$ cat src/rtl/audio_playback_ctrl.sv
// audio_playback_ctrl: sequences mono PCM samples from a sample ROM into an
// I2S slave transmitter. The codec supplies SClk/LRClk (asynchronous to Clk);
// one sample is fetched per frame and sent on both the left and right channels.
module audio_playback_ctrl #(
  parameter int SAMPLE_W = 16,
  parameter int ADDR_W   = 16,
  parameter int ROM_LAT  = 2
) (
  input  logic                Clk,
  input  logic                Reset,
  input  logic                SClk,
  input  logic                LRClk,
  input  logic                play,
  input  logic                stop,
  input  logic                loop,
  input  logic                mute,
  input  logic [ADDR_W-1:0]   base_addr,
  input  logic [ADDR_W-1:0]   length,
  output logic [ADDR_W-1:0]   rom_addr,
  input  logic [SAMPLE_W-1:0] rom_data,
  output logic                sd,
  output logic                playing,
  output logic                done
);

  localparam int CNT_W = $clog2(SAMPLE_W);
  localparam logic [ADDR_W-1:0]   ADDR_ZERO = {ADDR_W{1'b0}};
  localparam logic [ADDR_W-1:0]   ADDR_ONE  = {{(ADDR_W-1){1'b0}}, 1'b1};
  localparam logic [SAMPLE_W-1:0] SMP_ZERO  = {SAMPLE_W{1'b0}};
  localparam logic [2:0]          LAT_LAST  = 3'(ROM_LAT);

  typedef enum logic [1:0] {S_IDLE, S_FETCH, S_WAIT, S_TAIL} state_t;

  // Synchroniser and edge-detect flops for the codec clocks
  logic r_sclk_s1, r_sclk_s2, r_sclk_h;
  logic r_lr_s1, r_lr_s2;
  // LR history, pending word load and serialiser state
  logic                r_lr;
  logic                r_load_pend;
  logic                r_sd;
  logic [SAMPLE_W-1:0] r_shift;
  logic [CNT_W-1:0]    r_bit_cnt;
  // Sequencer registers
  state_t              r_state;
  logic [ADDR_W-1:0]   r_ptr, r_remaining, r_base, r_len, r_rom_addr;
  logic [2:0]          r_lat_cnt;
  logic [SAMPLE_W-1:0] r_next_sample, r_cur_sample;
  logic                r_last, r_playing, r_done;
  // Next-state values
  state_t              w_state_nx;
  logic [ADDR_W-1:0]   w_ptr_nx, w_remaining_nx, w_base_nx, w_len_nx, w_rom_addr_nx;
  logic [2:0]          w_lat_cnt_nx;
  logic [SAMPLE_W-1:0] w_next_sample_nx, w_cur_sample_nx;
  logic                w_last_nx, w_playing_nx, w_done_nx;
  // Strobes and datapath helpers
  logic                w_sclk_rise, w_sclk_fall, w_left_bnd, w_start;
  logic [SAMPLE_W-1:0] w_word;

  assign w_sclk_rise = r_sclk_s2 & ~r_sclk_h;
  assign w_sclk_fall = ~r_sclk_s2 & r_sclk_h;
  // A 1->0 LR change seen at an SClk rise marks the start of a frame (left word)
  assign w_left_bnd  = w_sclk_rise & r_lr & ~r_lr_s2;
  assign w_start     = play & (length != ADDR_ZERO);
  assign w_word      = mute ? SMP_ZERO : r_cur_sample;

  assign rom_addr = r_rom_addr;
  assign sd       = r_sd;
  assign playing  = r_playing;
  assign done     = r_done;

  // Bring SClk and LRClk into the Clk domain and keep SClk history for edges
  always_ff @(posedge Clk or posedge Reset) begin
    if (Reset) begin
      r_sclk_s1 <= 1'b0;
      r_sclk_s2 <= 1'b0;
      r_sclk_h  <= 1'b0;
      r_lr_s1   <= 1'b0;
      r_lr_s2   <= 1'b0;
    end else begin
      r_sclk_s1 <= SClk;
      r_sclk_s2 <= r_sclk_s1;
      r_sclk_h  <= r_sclk_s2;
      r_lr_s1   <= LRClk;
      r_lr_s2   <= r_lr_s1;
    end
  end

  // Track LR on SClk rises and shift words out MSB-first on SClk falls
  always_ff @(posedge Clk or posedge Reset) begin
    if (Reset) begin
      r_lr        <= 1'b0;
      r_load_pend <= 1'b0;
      r_sd        <= 1'b0;
      r_shift     <= SMP_ZERO;
      r_bit_cnt   <= {CNT_W{1'b0}};
    end else begin
      if (w_sclk_rise) begin
        r_lr <= r_lr_s2;
        if (r_lr_s2 != r_lr) begin
          r_load_pend <= 1'b1;
        end
      end
      if (w_sclk_fall) begin
        if (r_load_pend) begin
          r_sd        <= w_word[SAMPLE_W-1];
          r_shift     <= {w_word[SAMPLE_W-2:0], 1'b0};
          r_bit_cnt   <= CNT_W'(SAMPLE_W - 1);
          r_load_pend <= 1'b0;
        end else if (r_bit_cnt != {CNT_W{1'b0}}) begin
          r_sd      <= r_shift[SAMPLE_W-1];
          r_shift   <= {r_shift[SAMPLE_W-2:0], 1'b0};
          r_bit_cnt <= r_bit_cnt - {{(CNT_W-1){1'b0}}, 1'b1};
        end else begin
          r_sd <= 1'b0;
        end
      end
    end
  end

  // Sequencer next-state: stop beats play, play restarts, else per-state work
  always_comb begin
    w_state_nx       = r_state;
    w_ptr_nx         = r_ptr;
    w_remaining_nx   = r_remaining;
    w_base_nx        = r_base;
    w_len_nx         = r_len;
    w_lat_cnt_nx     = r_lat_cnt;
    w_next_sample_nx = r_next_sample;
    w_cur_sample_nx  = r_cur_sample;
    w_last_nx        = r_last;
    w_playing_nx     = r_playing;
    w_done_nx        = 1'b0;
    if (stop) begin
      w_state_nx      = S_IDLE;
      w_playing_nx    = 1'b0;
      w_cur_sample_nx = SMP_ZERO;
    end else if (w_start) begin
      w_state_nx     = S_FETCH;
      w_base_nx      = base_addr;
      w_len_nx       = length;
      w_ptr_nx       = base_addr;
      w_remaining_nx = length;
      w_lat_cnt_nx   = 3'd0;
      w_playing_nx   = 1'b1;
    end else begin
      case (r_state)
        S_IDLE: begin
          w_cur_sample_nx = SMP_ZERO;
        end
        S_FETCH: begin
          if (r_lat_cnt == LAT_LAST) begin
            w_next_sample_nx = rom_data;
            w_ptr_nx         = r_ptr + ADDR_ONE;
            w_remaining_nx   = r_remaining - ADDR_ONE;
            w_last_nx        = (r_remaining == ADDR_ONE);
            w_lat_cnt_nx     = 3'd0;
            w_state_nx       = S_WAIT;
          end else begin
            w_lat_cnt_nx = r_lat_cnt + 3'd1;
          end
        end
        S_WAIT: begin
          if (w_left_bnd) begin
            w_cur_sample_nx = r_next_sample;
            if (r_last) begin
              if (loop) begin
                w_ptr_nx       = r_base;
                w_remaining_nx = r_len;
                w_state_nx     = S_FETCH;
              end else begin
                w_state_nx = S_TAIL;
              end
            end else begin
              w_state_nx = S_FETCH;
            end
          end else begin
            w_state_nx = S_WAIT;
          end
        end
        S_TAIL: begin
          if (w_left_bnd) begin
            w_cur_sample_nx = SMP_ZERO;
            w_done_nx       = 1'b1;
            w_playing_nx    = 1'b0;
            w_state_nx      = S_IDLE;
          end else begin
            w_state_nx = S_TAIL;
          end
        end
        default: begin
          w_state_nx      = S_IDLE;
          w_playing_nx    = 1'b0;
          w_cur_sample_nx = SMP_ZERO;
        end
      endcase
    end
    // The ROM address follows the pointer whenever a fetch is (or stays) active
    if (w_state_nx == S_FETCH) begin
      w_rom_addr_nx = w_ptr_nx;
    end else begin
      w_rom_addr_nx = r_rom_addr;
    end
  end

  // Sequencer state and datapath registers
  always_ff @(posedge Clk or posedge Reset) begin
    if (Reset) begin
      r_state       <= S_IDLE;
      r_ptr         <= ADDR_ZERO;
      r_remaining   <= ADDR_ZERO;
      r_base        <= ADDR_ZERO;
      r_len         <= ADDR_ZERO;
      r_rom_addr    <= ADDR_ZERO;
      r_lat_cnt     <= 3'd0;
      r_next_sample <= SMP_ZERO;
      r_cur_sample  <= SMP_ZERO;
      r_last        <= 1'b0;
      r_playing     <= 1'b0;
      r_done        <= 1'b0;
    end else begin
      r_state       <= w_state_nx;
      r_ptr         <= w_ptr_nx;
      r_remaining   <= w_remaining_nx;
      r_base        <= w_base_nx;
      r_len         <= w_len_nx;
      r_rom_addr    <= w_rom_addr_nx;
      r_lat_cnt     <= w_lat_cnt_nx;
      r_next_sample <= w_next_sample_nx;
      r_cur_sample  <= w_cur_sample_nx;
      r_last        <= w_last_nx;
      r_playing     <= w_playing_nx;
      r_done        <= w_done_nx;
    end
  end

endmodule

$ cat config.mk
export PLATFORM = sky130hd
export DESIGN_NAME = audio_playback_ctrl
export DESIGN_NICKNAME = d
export VERILOG_FILES = /design/src/rtl/audio_playback_ctrl.sv
export SDC_FILE = /design/constraint.sdc
export NUM_CORES = 1
export LEC_CHECK = 0
export ABC_AREA = 1
export CAP_MARGIN = 20
export CELL_PAD_IN_SITES_DETAIL_PLACEMENT = 0
export CELL_PAD_IN_SITES_GLOBAL_PLACEMENT = 1
export CORE_MARGIN = 5
export CORE_UTILIZATION = 46
export CTS_CLUSTER_DIAMETER = 50
export DETAILED_ROUTE_END_ITERATION = 7
export GPL_ROUTABILITY_DRIVEN = 0
export PLACE_DENSITY = 0.95
export SYNTH_ARGS = -nofsm -noshare
export SYNTH_HDL_FRONTEND = slang
export SYNTH_SLANG_ARGS = --single-unit
$ cat constraint.sdc
create_clock -name Clk -period 13.5 [get_ports Clk]
set_input_delay 2.7 -clock Clk [delete_from_list [all_inputs] [get_ports Clk]]
set_output_delay 2.7 -clock Clk [all_outputs]
set_load 0.02 [all_outputs]
==> run metrics <==
DR vias/cell=around 5.2; die height=~140 um; slowest library cell on the worst path=nor2_4; Initial Util=between 40% and 50%; die area=19300 sq um; grt ovf=0; multi-input logic area=roughly 3200 sq um; final WL=between 15000 and 20000 um; vias in the first global route=between 6000 and 7000; Setup Viol. Count Final=0; Top Ports=75; LEAKAGE=4.27 nW; # clock sinks=~150; final instance area=~9000 sq um; outcome=finished clean; Mapped Avg Cell Area=approximately 7.7 sq um; commonest cells after routing, fill and taps aside=294 x nand2_1, 147 x dfrtp_1, 126 x inv_1; FF-to-FF path depth=10; FILL cells=roughly 1600; Syn-to-layout area delta=18.9%; Nets=between 1000 and 1500; Worst path top cell family by delay=simple AND/OR/NAND/NOR gates; hold_sp=r_sclk_s1; row cnt=between 40 and 50; die width=between 100 and 150 um; Pins Over Slew Limit=0; Num CTS Buffers=17; Critical Path Max Stage Delay=0.64 ns; first-pass GRT wire length=roughly 32000 um; Syn Nets=1060; flop-to-flop setup slack=10.75 ns; Worst Tran Pin Value=about 0.81 ns; Power Density=141 nW/um^2; max_cap viols=0; DR iter-0 viols=434; number of post-CTS setup repair buffers=0; CORE AREA=between 15000 and 20000 sq um; hold slack=0.349 ns; CP Class=input port to flip-flop; Final WS setup=8.01 ns; initial antenna violation count=0; Hold Crit Class=flip-flop to flip-flop; clk_lat worst skew=around 0.42 ns; vias=6711; post-route DRC violation count=0; drt pass-1 iters=6; Area contributors post-synth=dfrtp_1 48%, nand2_1 14%, o21ai_0 7.2%; Sum Neg Setup Slack=0 ns; register bit total from synthesis=roughly 150; wire length per cell=14.6 um; hold-critical path depth=0; Yosys warnings=0; Startpoint Class=input port; fin cells=1286; Worst Path Max Fanout=39; crit share post-route=between 40 and 50%; post-synthesis cell type count=40; Fin. Hold Viols=0; CTS tree=done; worst r2r src=r_state[0]; Total Power=1.28 mW; min cycle time layout=around 5.5 ns; final core occ=about 55%; worst vdd ir=0.0000893 V; setup slack at placement=between 7 and 8 ns; Antenna Nets Post-Route=0; CTS Buffer Depth=2; All-Layer GR Usage=approximately a fifth; Final Skew=0.00893 ns; Post-Syn Area=approximately 7600 sq um; reg2reg end=rom_addr[0]; CP bufs+invs=3; post-synth top area cell=dfrtp_1; fmax=approximately 180 MHz; placed insts=~1300; unrepaired setup endpoints after global routing=false; register area=around 3700 sq um; crit path DAT=around 5.8 ns; largest net degree at the start of global routing=87; Crit. End Element=flip-flop; Hold EP=r_sclk_s2; cts repair resizes=0; port buffer count=74; share of the synthesized area in the top cell type=between 40% and 50%; sequential share of the synthesized area=about half; number of H-tree levels=4; Slew HR=~46%; Cells after Synth=around 1000; Clock Root Buffer=clkbuf_16; layout cells sized above 1=about 6.3%; post-place instance area=~8500 sq um; Post-CTS Hold Fix Bufs=0; Clock transition at path regs=0.06 ns; commonest non-fill, non-tap cell in the layout=nand2_1; CP cell instances=clkdlybuf4s50_1, nor2_1, nand3_1, nor2_1, nand2_1, nand2_4, nor2_4, inv_2, nand2_2, inv_1, nand2_1, o21ai_1; dpl hpwl=12700 um; # diodes=0; Worst Path Required=13.80 ns
## final cells by class
type / count / share of cell area [%]
flip-flops and latches: 147 / 40.5
multi-input cells: 673 / 35.6
repair buffers: 78 / 8.60
inverters: 137 / 5.80
clock buffers: 18 / 4.72
well taps: 220 / 3.03
clock inverters: 13 / 1.79
## worst reg2reg max path, stage by stage, from the launching register on
cell and delay (ns):
dfrtp_1 0.41, inv_1 0.08, ha_1 0.73, inv_1 0.43, nor2_1 0.50, a21oi_1 0.13
o21ai_0 0.11, nand2_1 0.08, nand3_1 0.10, nand2_1 0.07, nand2_1 0.06
## routing by layer
layer	vias up	global-route usage, %	routed length (um)
li1	3326	-	-
met1	3162	28.2	9000
met2	184	30.9	8400
met3	39	4.38	925
met4	0	6.80	415
met5	-	0	0
## cells in the mapped netlist (all sizes together)
| cell | count |
|---|---|
| nand4 | 11 |
| a31oi | 11 |
| nand3 | 66 |
| dfrtp | 147 |
| inv | 136 |
| o221ai | 1 |
| clkbuf | 15 |
| nor2 | 75 |
| a211oi | 1 |
| ha | 8 |
| a21oi | 28 |
| o21bai | 1 |
| o211ai | 18 |
| clkinv | 1 |
| o31ai | 2 |
| xnor2 | 2 |
| o22ai | 14 |
| buf | 24 |
| o32ai | 1 |
| xor2 | 3 |
| nor3 | 6 |
| o21ai | 123 |
| nand2 | 300 |
| nand3b | 2 |
## kinds of logic after synthesis
family / after synthesis / synth area share [%]
XOR/XNOR: 5 / 0.573
buffers and inverters: 176 / 9.54
flip-flops: 147 / 48.1
AO/OA/AOI/OAI: 200 / 14.7
adder cells (fa/ha/maj): 8 / 1.31
AND/OR/NAND/NOR: 460 / 25.7
## how the worst max path moves through the flow
stage               startpoint              end  slack [ns]  cells past startpoint
floorplan                Reset             done        6.85                      1
global placement    length[11]   r_remaining[6]        7.63                     12
detailed placement  length[11]   r_remaining[6]        7.56                     12
CTS                 length[12]   r_remaining[6]        8.01                     12
global route        length[11]  r_remaining[11]        7.72                     12
finish              length[12]   r_remaining[6]        8.01                     12
## where the power goes
group / total [mW] / internal, mW / leakage [nW] / switching [mW]
registers: 0.556 / 0.506 / 1.88 / 0.0498
logic: 0.247 / 0.0974 / 2.11 / 0.150
clock network: 0.477 / 0.289 / 0.282 / 0.188
## registers in the layout (all words and copies together), names as in the netlist, 2 cells and up
signal,flops
r_cur_sample,16
r_len,16
rom_addr,16
r_shift,15
r_next_sample,16
r_base,16
r_bit_cnt,4
r_remaining,16
r_ptr,16
r_state,2
r_lat_cnt,3
No activity file was read; power rests on OpenSTA's default activity.
